==> src/rtl/pulse_length_controller.sv <==
// Push-button press-length meter: synchronises and debounces btn_in, runs the
// external tick_generator while the button is held, and reports each press as
// a one-cycle SHORT or LONG strobe with its length in ticks.
module pulse_length_controller #(
    parameter int TICK_W       = 15,
    parameter int DEBOUNCE_CYC = 250000,
    parameter int LONG_TH      = 5000,
    parameter int MAX_TH       = 30000
) (
    input  logic              clk,
    input  logic              reset,
    input  logic              btn_in,
    input  logic [TICK_W-1:0] tick_total,
    output logic              tg_start,
    output logic              short_pulse,
    output logic              long_pulse,
    output logic [TICK_W-1:0] pulse_len,
    output logic              overflow,
    output logic              busy
);

    localparam int CNT_W = $clog2(DEBOUNCE_CYC + 1);
    localparam logic [CNT_W-1:0]  CNT_LAST = CNT_W'(DEBOUNCE_CYC - 1);
    localparam logic [TICK_W-1:0] LONG_V   = TICK_W'(LONG_TH);
    localparam logic [TICK_W-1:0] MAX_V    = TICK_W'(MAX_TH);

    typedef enum logic [2:0] {
        S_IDLE,
        S_ARM,
        S_MEASURE,
        S_CLASSIFY,
        S_REPORT_OVF,
        S_WAIT_REL
    } state_t;

    state_t            state, state_nx;
    logic              btn_meta, btn_s;
    logic              btn_db, btn_db_q;
    logic [CNT_W-1:0]  db_cnt;
    logic [TICK_W-1:0] t_start;
    logic [TICK_W-1:0] len;
    logic              db_rise, db_fall;
    logic              ld_len, ld_ovf;

    // Two-flop synchroniser for the asynchronous button input
    always_ff @(posedge clk or negedge reset) begin
        if (!reset) begin
            btn_meta <= 1'b0;
            btn_s    <= 1'b0;
        end else begin
            btn_meta <= btn_in;
            btn_s    <= btn_meta;
        end
    end

    // Debounce: btn_db follows btn_s only after DEBOUNCE_CYC consecutive
    // samples that disagree with it; any return to agreement restarts the count
    always_ff @(posedge clk or negedge reset) begin
        if (!reset) begin
            db_cnt   <= '0;
            btn_db   <= 1'b0;
            btn_db_q <= 1'b0;
        end else begin
            btn_db_q <= btn_db;
            if (btn_s == btn_db) begin
                db_cnt <= '0;
            end else if (db_cnt == CNT_LAST) begin
                db_cnt <= '0;
                btn_db <= btn_s;
            end else begin
                db_cnt <= db_cnt + 1'b1;
            end
        end
    end

    assign db_rise = btn_db & ~btn_db_q;
    assign db_fall = ~btn_db & btn_db_q;

    // Modular difference keeps the measurement correct across tick wrap
    assign len = tick_total - t_start;

    // State register
    always_ff @(posedge clk or negedge reset) begin
        if (!reset) state <= S_IDLE;
        else        state <= state_nx;
    end

    // Next-state logic; ld_len / ld_ovf mark the cycle the result is captured
    always_comb begin
        state_nx = state;
        ld_len   = 1'b0;
        ld_ovf   = 1'b0;
        case (state)
            S_IDLE:       if (db_rise) state_nx = S_ARM;
            S_ARM:        state_nx = S_MEASURE;
            S_MEASURE: begin
                // Hitting the ceiling wins over a release on the same cycle
                if (len >= MAX_V) begin
                    state_nx = S_REPORT_OVF;
                    ld_ovf   = 1'b1;
                end else if (db_fall) begin
                    state_nx = S_CLASSIFY;
                    ld_len   = 1'b1;
                end
            end
            S_CLASSIFY:   state_nx = S_IDLE;
            S_REPORT_OVF: state_nx = S_WAIT_REL;
            // Level check so a release that landed during REPORT_OVF is not lost
            S_WAIT_REL:   if (!btn_db) state_nx = S_IDLE;
            default:      state_nx = S_IDLE;
        endcase
    end

    // Start timestamp and result registers; results are loaded on entry to
    // the reporting state so they are valid alongside the strobe
    always_ff @(posedge clk or negedge reset) begin
        if (!reset) begin
            t_start   <= '0;
            pulse_len <= '0;
            overflow  <= 1'b0;
        end else begin
            if (state == S_ARM) t_start <= tick_total;
            if (ld_len) begin
                pulse_len <= len;
                overflow  <= 1'b0;
            end else if (ld_ovf) begin
                pulse_len <= MAX_V;
                overflow  <= 1'b1;
            end
        end
    end

    assign tg_start    = (state == S_ARM) || (state == S_MEASURE);
    assign busy        = (state != S_IDLE);
    assign short_pulse = (state == S_CLASSIFY) && (pulse_len < LONG_V);
    assign long_pulse  = ((state == S_CLASSIFY) && (pulse_len >= LONG_V)) ||
                         (state == S_REPORT_OVF);

endmodule

==> config.mk <==
export PLATFORM = sky130hd
export DESIGN_NAME = pulse_length_controller
export DESIGN_NICKNAME = d
export VERILOG_FILES = /design/src/rtl/pulse_length_controller.sv
export SDC_FILE = /design/constraint.sdc
export NUM_CORES = 1
export LEC_CHECK = 0
export CORE_UTILIZATION = 51
export CTS_CLUSTER_SIZE = 10
export DETAILED_ROUTE_END_ITERATION = 10
export PLACE_DENSITY = 0.82
export SETUP_SLACK_MARGIN = 0.3
export SYNTH_ARGS = -nofsm -noshare
export SYNTH_HDL_FRONTEND = slang
export SYNTH_SLANG_ARGS = --single-unit
==> constraint.sdc <==
create_clock -name clk -period 2.52 [get_ports clk]
set_clock_uncertainty 0.05 [all_clocks]
set_input_delay 0.252 -clock clk [delete_from_list [all_inputs] [get_ports clk]]
set_output_delay 0.252 -clock clk [all_outputs]
set_load 0.01 [all_outputs]
# Word-level counts from Yosys, hierarchy flattened
# Index checks and enable logic that the tools add are counted.
dict set report classes {
  addsub 2
  n_mul 0
  n_div 0
  order_cmp 3
  n_eq_ne 10
  n_shift 0
  mux 16
  bitwise_logic 5
  n_reduce_logical 9
}
# cell n
set ops {}
lappend ops {{18-bit two-way mux} 2}
lappend ops {{15-bit two-way mux} 2}
lappend ops {{18-bit by 1-bit adder with 18-bit output (second input constant)} 1}
lappend ops {{18-bit equality test (second input constant)} 1}
lappend ops {{15-bit by 13-bit greater-or-equal comparator with 1-bit output (second input constant)} 1}
lappend ops {{15-bit greater-or-equal comparator (second input constant)} 1}
lappend ops {{15-bit by 13-bit less-than comparator with 1-bit output (second input constant)} 1}
lappend ops {{3-bit one-hot mux with 5 select lines} 1}
lappend ops {{15-bit subtractor} 1}
lappend ops {{3-bit two-way mux} 4}
lappend ops {{1-bit two-way mux} 7}
lappend ops {{3-bit by 2-bit equality test with 1-bit output (second input constant)} 2}
lappend ops {{3-bit equality test (second input constant)} 2}
lappend ops {{2-bit inequality test (second input constant)} 2}
lappend ops {{3-bit by 1-bit equality test with 1-bit output (second input constant)} 1}
lappend ops {{3-bit logical NOT} 1}
lappend ops {{3-bit inequality test (second input constant)} 1}
lappend ops {{1-bit inverter} 3}
lappend ops {{3-bit AND reduction} 1}
lappend ops {{3-bit nonzero test} 1}
lappend ops {{1-bit bitwise AND} 2}
lappend ops {{1-bit logical AND} 2}
lappend ops {{1-bit logical OR} 2}
lappend ops {{2-bit AND reduction} 1}
lappend ops {{2 further kinds} 2}
dict set report word_totals {
  ff_bits 56
  latchBits 0
  ramBits 0
  mem_bits_ro 0
  input_bits 18
  output_inout_bits 20
  wordCells 54
  memories 0
}

# Longest topological paths before layout
# Gate-level depths: netlist of the first run.
dict set report depth {
  word_depth 6
  ltp_mapped 13
  ltp_nobuf 11
}

# Worst setup path after synthesis of the first run
# No wires, ideal clock.
dict set report synth_timing {
  path_kind {register to register}
  start {register t_start[6]}
  end {register pulse_len[2]}
  setup_ps 68
  arrival_ps 2653
  t_required_ps 2402
  setup_slack_ps -251
  stages_incl_launch_ff 14
  path_buffers 3
  synth_period_minus_slack_ps 2771
  cell_sequence {dfrtp_1 -> inv_1 -> ha_1 -> buf_6 -> a21o_1 -> or2_4 -> or4_1 -> and4_4 -> a2111o_1 -> a21oi_2 -> or2_1 -> buf_6 -> buf_12 -> a32o_1}
}
dict set report synth_via {
  elab_chain_len 5
  elab_cells_between_ends 8
  classes_between {add/sub: 1; order compare: 1; mux: 5; reduce/logical: 1}
}
# item line_no
set synth_rtl {}
lappend synth_rtl {{start: declaration} 40} ;# logic [TICK_W-1:0] t_start;
lappend synth_rtl {{start signal: assignment} 122} ;# if (state == S_ARM) t_start <= tick_total;
lappend synth_rtl {{15-bit subtractor *} 80} ;# assign len = tick_total - t_start;
lappend synth_rtl {{15-bit greater-or-equal comparator *} 98} ;# if (len >= MAX_V) begin
lappend synth_rtl {{1-bit two-way mux} 98}
lappend synth_rtl {{1-bit two-way mux} 93} ;# case (state)
lappend synth_rtl {{15-bit two-way mux or 2-bit nonzero test (tied branches)} --}
lappend synth_rtl {{end signal: assignment} 124} ;# pulse_len <= len;
lappend synth_rtl {{end: declaration} 17} ;# output logic [TICK_W-1:0] pulse_len,
# Every way passes the cells marked *; elsewhere a longest branch is shown, timed or not.
# A chain may end at the register's enable or synchronous reset.

# Final worst setup path of the first run
dict set report layout_timing {
  start {register t_start[2]}
  end {register pulse_len[1]}
}
# Same word-level chain as after synthesis.

==> results.md, run 1 <==
- Total power: 1.73 mW
- Synth Flop Type: dfrtp_1
- Share of cells above drive strength 1: 27.2%
- First-pass detailed-route iteration total: 5
- Worst path max stage delay: 0.38 ns
- Post-Syn Area: 0.00327 mm2
- Post-Synth XOR/XNOR Area: 6.70%
- Diode count: 0
- Max Freq: 343 MHz
- Post-synth EDFFs: 0
- Min Hold Slack: 0.264 ns
- Clock tree buffer depth: 2
- Unrepaired setup endpoints after global routing: true
- Syn nets: 381
- DRC: 0
- Initial Utilization: 53.9%
- Actual slew at the worst max-slew pin: 0.865 ns
- GR Overflow Total: 0
- Startpoint types: flop
- Via-to-Cell Ratio: 5.91
- Ports: 38
- Critical Path End Type: flop
- Die area: 0.00673 mm2
- Post-synth cell types: 61
- CP bufs+invs: 2
- Clk_lat worst skew: 0.33 ns
- VDD IR max: 0.320 mV
- Number of buffers created by CTS: 5
- Clk pin slew, worst setup/hold paths: 0.10 ns
- Number of port buffers: 37
- # fillers: 392
- Final GP Congestion: 0.898
- Final Hold Fails: 0
- Failing checks: setup timing
- PwrDens: 386 mW/mm2
- FF/Latch Area: 0.00140 mm2
- Post-layout worst setup margin: -0.399 ns
- CTS sink cnt: 56
- Adder-Cell Fraction of Synth Area: 6.36%
- Compound-Gate Fraction of Synth Area: 19.1%
- Post-synthesis mux area share: 1.38%
- Die Height: 82.0 um
- Tcrit/Tclk final: 116%
- DRT antenna net count: 0
- First-pass GRT wire length: 13.8 mm
- DRT iter0 DRCs: 248
- Die width: 82.0 um
- Ys Warns: 0
- # setup viols final: 19
- Worst Hold Class: input pin to flop
- Main combinational cell family by area after synthesis: compound AO/OA/AOI/OAI gates
- Sequential fraction of the synthesis area: 42.9%
- Critical path peak fanout: 5
- Setup TNS: -6.67 ns
- Slowest-stage cell, CP: dfrtp_1
- Multi-input gate area: 0.00191 mm2
- Initial antenna violation count: 0
- Core Util, Final: 73.7%
- Slew Viols, Final: 0
- Nets@finish: 482
- CP Data Required Time: 2.69 ns
- Critical path class: flop to flop
- Avg Cell Area, Syn: 9.41 um2
- H-tree depth: 2
- Clock Tree Root: clkbuf_8
- Leakage power: 2.10 nW
- Critical path cell sequence: inv_2 > ha_4 > buf_4 > nor2b_4 > o2111ai_2 > nand3_1 > a311oi_2 > o2111ai_2 > or2_4 > o21a_4 > a22o_1
- Most common cell on crit path: o2111ai_2
- Data arrival, critical path: 3.09 ns
- Gate Count Post-Synth: 347
- Top cell family by delay on the critical path: compound AO/OA/AOI/OAI gates
- DP HPWL: 5.60 mm
- Area delta synth->final: 36.8%
- Vias in the first global route: 2942
- Simple-gate share of the synthesized area: 18.6%
- DRT Wirelength: 9.24 mm
- # rows: 28
- Max-cap violations: 0
- Relative slew slack: 41.9%
- Outcome: complete, but fails checks
- Post-synth ARST share: 100%
- Min Tclk post-route: 2.92 ns
- TritonCTS clock tree: yes
- Vias: 3098
- Wirelength per Cell: 17.6 um
- Overall Global Routing Usage: 27.4%
- Core Region: 0.00606 mm2
- #FFs+latches synth: 56
- Largest net degree at the start of global routing: 37
synthesized netlist by cell type (all sizes together), types with 4 or more instances:
master	count	area [um2]
o21a	6	45.0
nor2	41	154
clkbuf	10	38.8
ha	15	188
buf	4	47.5
and3	6	37.5
a32o	6	60.1
a2bb2oi	4	35.0
nand3	10	50.1
nand2b	6	37.5
or3	5	31.3
nor3	6	30.0
nand2	31	116
o21ai	24	120
xor2	12	105
a21o	5	37.5
dfrtp	56	1400
mux2	4	45.0
inv	20	75.1
xnor2	13	114
a21oi	11	58.8
or2	5	33.8
registers in the layout, indices dropped and copies added (netlist names):
register,flops
state,3
btn_db_q,1
btn_db,1
btn_s,1
pulse_len,15
overflow,1
btn_meta,1
db_cnt,18
t_start,15
where the power goes:
part | internal [mW] | leakage, nW | switching, mW | total, mW
combinational | 0.139 | 1.37 | 0.122 | 0.261
sequential | 0.913 | 0.682 | 0.0160 | 0.929
clock | 0.205 | 0.0463 | 0.330 | 0.535
total | 1.26 | 2.10 | 0.468 | 1.73
logic make-up (layout without fill, tap and decap cells):
kind of cell | after synthesis | count (layout)
simple gates | 125 | 125
compound gates | 87 | 88
flops | 56 | 56
buf+inv | 34 | 135
xor+xnor | 25 | 25
fa+ha+maj | 16 | 16
mux | 4 | 4
final timing paths:
path                       cells past startpoint  slack, ns              startpoint                  endpoint
max                                           11      -0.40  t_start[2]$_DFFE_PN0P_  pulse_len[1]$_DFFE_PN0P_
min                                            2       0.26           tick_total[0]    t_start[0]$_DFFE_PN0P_
max in group asynchronous                      3       1.13                   reset       db_cnt[9]$_DFF_PN0_
min in group asynchronous                      2       0.49                   reset    t_start[3]$_DFFE_PN0P_
min reg2reg                                    0       0.31      btn_meta$_DFF_PN0_           btn_s$_DFF_PN0_
max reg2reg                                   11      -0.40  t_start[2]$_DFFE_PN0P_  pulse_len[1]$_DFFE_PN0P_
layout make-up:
type / count / area share, %
multi-input combinational: 258 / 42.7
sequential: 56 / 31.4
timing repair buffer: 107 / 19.9
tap: 75 / 2.10
inverter: 20 / 1.68
clock buffer: 5 / 1.54
clock inverter: 3 / 0.616
metrics by stage:
step | cells | instance area, um2 | worst slack, ns
6_report | 524 | 4470 | -0.399
5_1_grt | 524 | 4470 | -0.455
4_1_cts | 518 | 4360 | -0.390
3_5_place_dp | 498 | 4050 | -0.819
3_3_place_gp | 498 | 4050 | -0.686
2_1_floorplan | 347 | 3280 | -0.231
what timing repair did:
action / CTS / global route
gates cloned: 1 / 0
endpoints found under the hold margin: 35 / 0
hold buffers: 1 / 0
endpoints found under the setup margin: 21 / 22
pin swaps: 15 / 15
resized for setup: 29 / 21
buffers inserted: 10 / 6
metal layers:
layer  vias up  wire, um  track usage (%)
met5         -         0                0
met1      1466      3860             33.9
met3        39       520             4.89
li1       1435         -                -
met4         0       399             12.1
met2       158      4460             46.2
cells in the final DEF, fill, tap and decap left out, types with 4 or more instances in the layout:
cell and n:
clkdlybuf4s50_1 31, xor2_1 12, ha_4 4, dfrtp_1 56, buf_4 66, xnor2_1 13
nor3_1 5, a32o_1 6, mux2_2 4, nand2_1 31, and3_1 5, nor2_1 40
o21a_1 5, clkbuf_8 5, inv_1 17, or3_1 5, ha_1 10, a2bb2oi_1 4
a21o_1 5, a21oi_1 9, o21ai_0 19, nand3_1 10, nand2b_1 6
(Power assumes the default switching activity.)
==> run 2: changes to the inputs <==
CORE_UTILIZATION = 50   (was 51)
GPL_ROUTABILITY_DRIVEN = 0   (was unset)
PLACE_DENSITY = 0.8   (was 0.82)
==> run 2 against run 1 <==
The flow finishes with violations (hold timing, setup timing). Flip-flop and latch count stayed put. Final area decreased by 0.48%. Hold slack got worse by 0.28 ns. Clock-buffer cell count is 1 higher. Sequential share of layout area increased by 0.15 points. Wire length shrank 7.1%. Maximum frequency fell by 2.0%. Critical path type unchanged.
==> results.md, run 2 (synthesis results as in run 1) <==
- Outcome: complete, but fails checks
- Failing checks: hold timing, setup timing
- Ports: 38
- Critical path class: flop to flop
- Clock Tree Root: clkbuf_8
- Clk_lat worst skew: 0.31 ns
- Worst Hold Class: input pin to async pin
- Top flop regs: db_cnt (18), pulse_len (15), t_start (15)
- Core Util, Final: 70.4%
- Setup TNS: -7.80 ns
- FF-to-FF Start: t_start[4]$_DFFE_PN0P_
- Slew Viols, Final: 0
- Via-to-Cell Ratio: 5.81
- # setup viols final: 19
- PwrDens: 384 mW/mm2
- VDD IR max: 0.248 mV
- Worst slack, placed: -0.761 ns
- Share of cells above drive strength 1: 25.9%
- Initial Utilization: 51.7%
- DRC: 0
- CTS Hold Buffers Added: 0
- CP Data Required Time: 2.66 ns
- Diode count: 0
- Number of buffers created by CTS: 5
- # fillers: 456
- Max reg flops: 18
- Data arrival, critical path: 3.12 ns
- Nets@finish: 477
- Initial antenna violation count: 0
- Commonest non-fill, non-tap cell in the layout: buf_4
- Number of port buffers: 37
- First-pass GRT wire length: 14.1 mm
- Clock tree buffer depth: 2
- Post-layout worst setup margin: -0.458 ns
- Min Hold Slack: -0.0159 ns
- Reg2Reg Setup Slack: -0.46 ns
- Most frequent cells in the layout: buf_4 (62), dfrtp_1 (56), nor2_1 (41)
- Min Tclk post-route: 2.98 ns
- Tcrit/Tclk final: 118%
- Largest net degree at the start of global routing: 39
- H-tree depth: 2
- Die width: 82.8 um
- Die area: 0.00686 mm2
- Reg2reg path depth: 11
- Actual slew at the worst max-slew pin: 0.973 ns
- # rows: 29
- Unrepaired setup endpoints after global routing: true
- Reg with most FFs: db_cnt
- Relative slew slack: 34.6%
- DRT antenna net count: 0
- Critical path peak fanout: 6
- Area delta synth->final: 36.1%
- DP HPWL: 5.37 mm
- Overall Global Routing Usage: 25.2%
- Max Freq: 336 MHz
- GR Overflow Total: 0
- Core Region: 0.00631 mm2
- Die Height: 82.8 um
- Max-cap violations: 0
- DRT iter0 DRCs: 205
- Vias: 3028
- FF-to-FF End: pulse_len[12]$_DFFE_PN0P_
- Leakage power: 2.11 nW
- Critical Path End Type: flop
- TritonCTS clock tree: yes
- Clk pin slew, worst setup/hold paths: 0.11 ns
- First-pass detailed-route iteration total: 4
- Wirelength per Cell: 16.5 um
- CTS sink cnt: 56
- Final Hold Fails: 36
- DRT Wirelength: 8.58 mm
- Startpoint types: flop
- Vias in the first global route: 2967
-- run 2: layer usage --
metal / global-route usage [%] / wire, um
met1: 33.0 / 3730
met2: 42.7 / 4350
met3: 3.38 / 312
met4: 9.56 / 187
met5: 0 / 0
-- run 2: layout make-up --
class	count	area, um2	area share, %
clock buffers	6	82.6	1.86
clock inverters	2	13.8	0.310
well taps	77	96.3	2.17
inverters	20	75.1	1.69
repair buffers	102	882	19.8
flip-flops and latches	56	1400	31.5
multi-input cells	258	1890	42.6
-- run 2: per-stage QoR --
step | power (mW) | cells | cell area [um2]
floorplan | 1.04 | 347 | 3280
global placement | 1.15 | 498 | 4050
detailed placement | 1.16 | 498 | 4050
CTS | 1.70 | 517 | 4360
global route | 1.78 | 521 | 4450
finish | 1.71 | 521 | 4450
-- run 2: what timing repair did --
action	CTS	global route
cloned	2	0
pin swaps	23	18
endpoints found under the setup margin	21	22
gates resized for setup	29	14
buffers inserted	9	4
-- run 2: power breakdown --
part	internal (mW)	switching [mW]	leakage [nW]
Sequential	0.913	0.0146	0.682
Clock	0.226	0.296	0.0516
Combinational	0.136	0.120	1.38
-- run 2: worst max path at each step --
stage                                      start                        end  slack, ns  depth (start not counted)
after floorplan           t_start[6]$_DFFE_PN0P_   pulse_len[2]$_DFFE_PN0P_      -0.23                         13
after global placement             tick_total[0]   pulse_len[1]$_DFFE_PN0P_      -0.70                         12
after detailed placement           tick_total[0]   pulse_len[1]$_DFFE_PN0P_      -0.76                         12
after CTS                 t_start[4]$_DFFE_PN0P_  pulse_len[11]$_DFFE_PN0P_      -0.35                         11
after global routing      t_start[4]$_DFFE_PN0P_  pulse_len[12]$_DFFE_PN0P_      -0.55                         11
final                     t_start[4]$_DFFE_PN0P_  pulse_len[12]$_DFFE_PN0P_      -0.46                         11
-- run 2: critical path: stages (launching register included) --
cell and delay [ns]:
dfrtp_1 0.40, inv_2 0.08, ha_4 0.21, a21o_1 0.18, or2_4 0.25, or4_4 0.42, and4_4 0.17, a2111o_1 0.44
a21oi_4 0.22, buf_6 0.14, o21ai_4 0.08, o22a_1 0.23
